**src/rtl/shift_add_mult_ctrl_pkg.sv**
```systemverilog
// Shared definitions for the sequential shift-and-add multiplier.
// State codes are fixed; the spare code 2'd3 is treated as IDLE by the controller.
package shift_add_mult_ctrl_pkg;

    typedef enum logic [1:0] {
        IDLE = 2'd0,
        RUN  = 2'd1,
        DONE = 2'd2
    } state_e;

    localparam int DEFAULT_BITS = 8;

endpackage

```
**src/rtl/shift_add_mult_ctrl_ksa.sv**
```systemverilog
// Kogge-Stone adder, purely combinational: sum = a + b + cin (BITS wide, carry-out not produced).
// The prefix tree spans only the low BITS-1 bits, since only carries into bits 1..BITS-1 are needed.
module ksa #(
    parameter int BITS = 9
) (
    input  logic [BITS-1:0] a,
    input  logic [BITS-1:0] b,
    input  logic            cin,
    output logic [BITS-1:0] sum
);
    localparam int M      = BITS - 1;
    localparam int LEVELS = (M > 1) ? $clog2(M) : 0;

    logic [BITS-1:0] p_bit;
    logic [BITS-1:0] carry;

    assign p_bit = a ^ b;

    genvar l, i;
    for (l = 0; l <= LEVELS; l++) begin : lvl
        logic [M-1:0] g;
        logic [M-1:0] p;
        if (l == 0) begin : base
            assign g = a[M-1:0] & b[M-1:0];
            assign p = p_bit[M-1:0];
        end else begin : tree
            for (i = 0; i < M; i++) begin : col
                if (i >= (1 << (l - 1))) begin : merge
                    assign g[i] = lvl[l-1].g[i] | (lvl[l-1].p[i] & lvl[l-1].g[i-(1<<(l-1))]);
                    assign p[i] = lvl[l-1].p[i] & lvl[l-1].p[i-(1<<(l-1))];
                end else begin : pass
                    assign g[i] = lvl[l-1].g[i];
                    assign p[i] = lvl[l-1].p[i];
                end
            end
        end
    end

    // Group generate/propagate over [i:0] fold in cin to give the carry into bit i+1.
    assign carry = {lvl[LEVELS].g | (lvl[LEVELS].p & {M{cin}}), cin};
    assign sum   = p_bit ^ carry;

endmodule

```
**src/rtl/shift_add_mult_ctrl.sv**
```systemverilog
// Sequential unsigned shift-and-add multiplier: one BITS+1 wide adder reused over BITS steps,
// operands latched on start, 2*BITS product presented with a one-cycle done pulse.
module shift_add_mult_ctrl
    import shift_add_mult_ctrl_pkg::*;
#(
    parameter int BITS = DEFAULT_BITS
) (
    input  logic              clk,
    input  logic              rst,
    input  logic              start,
    input  logic [BITS-1:0]   a,
    input  logic [BITS-1:0]   b,
    output logic              busy,
    output logic              done,
    output logic [2*BITS-1:0] product,
    output logic [1:0]        dbg_state
);
    localparam int CW = $clog2(BITS + 1);

    state_e              state_q;
    logic                busy_q;
    logic                done_q;
    logic [2*BITS-1:0]   product_q;
    logic [CW-1:0]       count_q;
    logic [BITS-1:0]     m_q;
    logic [2*BITS-1:0]   acc_q;
    logic [2*BITS-1:0]   acc_d;
    logic [BITS:0]       addend;
    logic [BITS:0]       sum;

    assign addend = acc_q[0] ? {1'b0, m_q} : '0;

    ksa #(.BITS(BITS + 1)) u_ksa (
        .a   ({1'b0, acc_q[2*BITS-1:BITS]}),
        .b   (addend),
        .cin (1'b0),
        .sum (sum)
    );

    // Shift {sum, LO} right by one: the adder carry lands in the ACC MSB.
    assign acc_d = {sum, acc_q[BITS-1:1]};

    always_ff @(posedge clk) begin
        if (rst) begin
            state_q   <= IDLE;
            busy_q    <= 1'b0;
            done_q    <= 1'b0;
            product_q <= '0;
            count_q   <= '0;
            m_q       <= '0;
            acc_q     <= '0;
        end else begin
            case (state_q)
                IDLE: begin
                    done_q <= 1'b0;
                    if (start) begin
                        m_q     <= a;
                        acc_q   <= {{BITS{1'b0}}, b};
                        count_q <= CW'(BITS);
                        busy_q  <= 1'b1;
                        state_q <= RUN;
                    end
                end
                RUN: begin
                    acc_q   <= acc_d;
                    count_q <= count_q - CW'(1);
                    if (count_q == CW'(1)) begin
                        product_q <= acc_d;
                        done_q    <= 1'b1;
                        state_q   <= DONE;
                    end
                end
                DONE: begin
                    done_q  <= 1'b0;
                    busy_q  <= 1'b0;
                    state_q <= IDLE;
                end
                default: begin
                    done_q  <= 1'b0;
                    busy_q  <= 1'b0;
                    state_q <= IDLE;
                end
            endcase
        end
    end

    assign busy      = busy_q;
    assign done      = done_q;
    assign product   = product_q;
    assign dbg_state = state_q;

endmodule

```
**config.mk**
```make
export PLATFORM = sky130hd
export DESIGN_NAME = shift_add_mult_ctrl
export DESIGN_NICKNAME = d
export VERILOG_FILES = /design/src/rtl/shift_add_mult_ctrl_pkg.sv /design/src/rtl/shift_add_mult_ctrl_ksa.sv /design/src/rtl/shift_add_mult_ctrl.sv
export SDC_FILE = /design/constraint.sdc
export NUM_CORES = 1
export LEC_CHECK = 0
export CORE_ASPECT_RATIO = 1.75
export CORE_UTILIZATION = 50
export DETAILED_ROUTE_END_ITERATION = 12
export GPL_TIMING_DRIVEN = 0
export PLACE_DENSITY_LB_ADDON = 0.1
export SLEW_MARGIN = 20
export SYNTH_ARGS = -nofsm -noshare
export SYNTH_HDL_FRONTEND = slang
export SYNTH_HIERARCHICAL = 1
export SYNTH_SLANG_ARGS = --single-unit
```
**constraint.sdc**
```tcl
create_clock -name clk -period 5.35 [get_ports clk]
set_input_delay 1.07 -clock clk [delete_from_list [all_inputs] [get_ports clk]]
set_output_delay 1.07 -clock clk [all_outputs]
set_load 0.01 [all_outputs]
```
# [Word level (Yosys, flattened, before mapping)]
# Cells that the tools add are included.
[totals] in_bits=19 ff_bits=48 elab_cells=78
[op_classes] reduce_logical=8 n_addsub=1 n_mux=10 bitwise=48 n_eq_ne=4
[op_table] op="$pmux W16 S2" count=1
[op_table] op="$and A1 B1 Y1" count=27
[op_table] op="$or A1 B1 Y1" count=17
[op_table] op="$mux W16" count=1
[op_table] op="$reduce_and A2 Y1" count=5
[op_table] op="$xor A9 B9 Y9" count=1
[op_table] op="$and A8 B8 Y8" count=1
[op_table] op="$mux W8" count=1
[op_table] op="$pmux W4 S2" count=1
[op_table] op="$xor A8 B8 Y8" count=1
[op_table] op="$eq A4 B1 Y1 const B" count=1
[op_table] op="$mux W2" count=2
[op_table] op="$mux W4" count=1
[op_table] op="$ne A2 B2 Y1 const B" count=2
[op_table] op="$pmux W2 S2" count=1
[op_table] op="$sub A4 B1 Y4 const B" count=1
[op_table] op="$eq A2 B1 Y1 const B" count=1
[op_table] op="$logic_not A2 Y1" count=1
[op_table] op="$pmux W1 S2" count=1
[op_table] op="$reduce_bool A2 Y1" count=1
[op_table] op="$reduce_or A2 Y1" count=1
[op_table] op="$mux W1" count=1
[op_table] op="$not A1 Y1" count=1

# [Depth between registers and ports, before layout]
[logic_depth] depth_word=10 ltp_mapped=8 ltp_nobuf=8

# [By module]
# The synthesis kept the hierarchy.
[modules_own_cells] module="shift_add_mult_ctrl" cells_per_inst=207 area_per_inst_um2=2025.7 seq_area_each_um2=960.9 instances=1
[modules_own_cells] module="ksa" cells_per_inst=46 area_per_inst_um2=387.9 seq_area_each_um2=0.0 instances=1

# [Worst setup path after synthesis]
# OpenSTA, ideal clock, no wires.
[synth_path] path_type="input-to-reg" startpoint="input start" endpoint="register acc_q[10]" path_buffers=1 t_arrival_ps=1967 stages=4 required_time_ps=5290 slack_ps=3322 cell_sequence="clkbuf_1 o21ba_2 nor2_1 a22o_1"
[synth_between] elab_chain_cells=2
[synth_rtl] element="start: declaration" line="shift_add_mult_ctrl.sv:10" text="input logic start,"
[synth_rtl] element="$ne A2 B2 Y1 (no source line)"
[synth_rtl] element="$reduce_and A2 Y1 (no source line)"
[synth_rtl] element="end signal: assignment" line="shift_add_mult_ctrl.sv:58" text="acc_q <= {{BITS{1'b0}}, b};"
[synth_rtl] element="end: declaration" line="shift_add_mult_ctrl.sv:26" text="logic [2*BITS-1:0] acc_q;"
# No other way between the ends.
# A chain may end at the register's enable or synchronous reset.

# [Final worst setup path]
[layout_path] startpoint="input start" endpoint="register acc_q[11]"
# The elaborated chain is that of the path after synthesis.

==> out/results.txt <==
post-synthesis async set-or-reset flop share: 0
total of max-cap violations: 0
Post-CTS Setup Inserts: 0
setup TNS: 0 ns
gr ovfl total: 0
GRT Resource Usage Total: 0.219
root buffer cell: clkbuf_8
Reg clk slew, reported paths: 0.09 ns
Critical Path Start: start
Slew HR: 0.545
Post-synth EDFFs: 0
vias per cell: 5.37
Final min period: 2.52 ns
share of post-route cells with drive strength above 1: 0.0698
crit path cell chain: clkdlybuf4s50_1 -> clkbuf_1 -> o21ba_2 -> nor2_1 -> a22o_1
Iteration-0 DRC Markers: 42
Routed WL: 4.82 mm
commonest cells after routing, fill and taps aside: dfxtp_1, clkdlybuf4s50_1, nand2b_1
hold slack: 0.473 ns
Final Cycle Share: 0.472
number of nets in the layout: 330
clock latency on the worst-skew pair: 0.30 ns
Critical Path Max Stage Delay: 0.52 ns
H-tree depth: 2
final instance area: 2960 sq um
largest net degree at the start of global routing: 16
mean area per synthesized cell: 9.54 sq um
cts repair resizes: 0
Worst Path Arrival: 2.77 ns
Num CTS Buffers: 5
P&R area growth vs syn: 22.6%
count of state elements after synthesis: 48
Hold Crit Class: reg2reg
DRC: 0
n_diodes: 0
I/O Buffers: 37
commonest non-fill, non-tap cell in the layout: dfxtp_1
worst-path fanout max: 10
PwrDens: 244 nW/um^2
first-pass GRT wire length: 8.20 mm
critical path type: in2reg
die height: 93.9 um
fin cells: 353
Max VDD drop: 0.000214 V
core footprint: 4670 sq um
status: completed
vias in the first global route: 1913
Setup crit start kind: input pin
crit end category: flip-flop
hpwl dp: 3.59 mm
Multi-input gate area: 1340 sq um
Worst EP required: 5.59 ns
Cell Area, Synth: 2410 sq um
FF-to-FF Start: acc_q[0]
initial antenna violation count: 0
io pins: 39
dpl cells: 345
global placer's final weighted congestion: 0.791
cts hold-fix bufs: 0
register area: 961 sq um
fmax: 396 MHz
CP Buf/Inv Count: 2
CP delay by family, top: buffers and inverters
Post-Synthesis Cells: 253
Die W: 54.5 um
fill count: 417
RSZ-0062 raised after global routing: no
static leakage: 1.11 nW
Cell variety after synth: 44
yosys warns: 6
drt first pass iters: 4
Max Slew Vio Count: 0
Fin Clk Skew: 0.00801 ns
Starting Density: 0.517
Final Hold Violating Endpoints: 0
slew at the pin with the worst max-slew slack: 0.680 ns
final setup vio count: 0
dpl cell area: 2860 sq um
row count: 33
Sink Count: 48
CTS tree: done
Hold Path Origin: done
Primary FF master, synth: dfxtp_1
total number of vias: 1894
post-route ant nets: 0
wire length per cell: 13.7 um
die area: 5120 sq um
CP max stage cell: nor2_1
sequential-to-total area share from yosys stat: 0.398
clock buffer depth: 2
cell type report:
cell class / count / area share
Clock inverter: 2 / 0.00508
Tap cell: 52 / 0.0220
Clock buffer: 6 / 0.0279
Sequential cell: 48 / 0.325
Timing Repair Buffer: 37 / 0.125
Multi-Input combinational cell: 179 / 0.453
Buffer: 13 / 0.0212
Inverter: 16 / 0.0203
metal layers:
layer,up-vias,routed length [um],share of wire,global-route usage
li1,964,-,-,-
met1,885,1940,0.40,0.223
met2,40,2660,0.55,0.418
met3,5,156,0.032,0.0356
met4,0,70,0.015,0.0726
met5,-,0,0,0
logic make-up after synthesis:
logic type,share of synthesized area
mux,0.0995
buf+inv,0.0508
simple gates,0.194
flops,0.398
fa+ha+maj,0.0601
compound gates,0.167
xor+xnor,0.0290
other cells,0.00155
Yosys cell counts, types with 2 or more instances:
library cell | count | area share
mux2i_1 | 24 | 0.10
a221oi_1 | 7 | 0.025
nand2b_1 | 34 | 0.088
a211oi_1 | 3 | 0.0093
o21ai_0 | 4 | 0.0083
a21oi_1 | 3 | 0.0062
ha_1 | 10 | 0.052
nor3b_1 | 2 | 0.0062
buf_2 | 2 | 0.0041
clkbuf_1 | 9 | 0.014
nand3_1 | 3 | 0.0062
nand2_1 | 3 | 0.0047
nor2_1 | 26 | 0.040
a22o_1 | 17 | 0.062
inv_1 | 15 | 0.023
xnor2_1 | 7 | 0.025
and2_1 | 9 | 0.023
dfxtp_1 | 48 | 0.40
nor2b_1 | 2 | 0.0052
registers in the layout (all words and copies together), names as in the netlist:
signal	cells
product	16
dbg_state	2
m_q	8
count_q	4
busy	1
acc_q	16
done	1
power by group:
group | switching [mW] | internal [mW]
combinational | 0.0513 | 0.0543
sequential | 0.0121 | 0.374
clock | 0.125 | 0.105
total | 0.188 | 0.533
through the flow:
stage / utilization / setup slack [ns] / total power, mW
floorplan: - / 3.32 / 0.464
global placement: 0.613 / 2.53 / 0.500
detailed placement: 0.613 / 2.54 / 0.501
CTS: 0.634 / 2.85 / 0.729
global route: 0.634 / 2.79 / 0.754
finish: 0.634 / 2.83 / 0.721
final timing paths:
path	endpoint	slack, ns	cells after the start
min	done	0.47	1
max reg2reg	acc_q[15]	3.35	7
max	acc_q[11]	2.83	5
min reg2reg	done	0.47	1
Power figures use the tool's default switching activity.
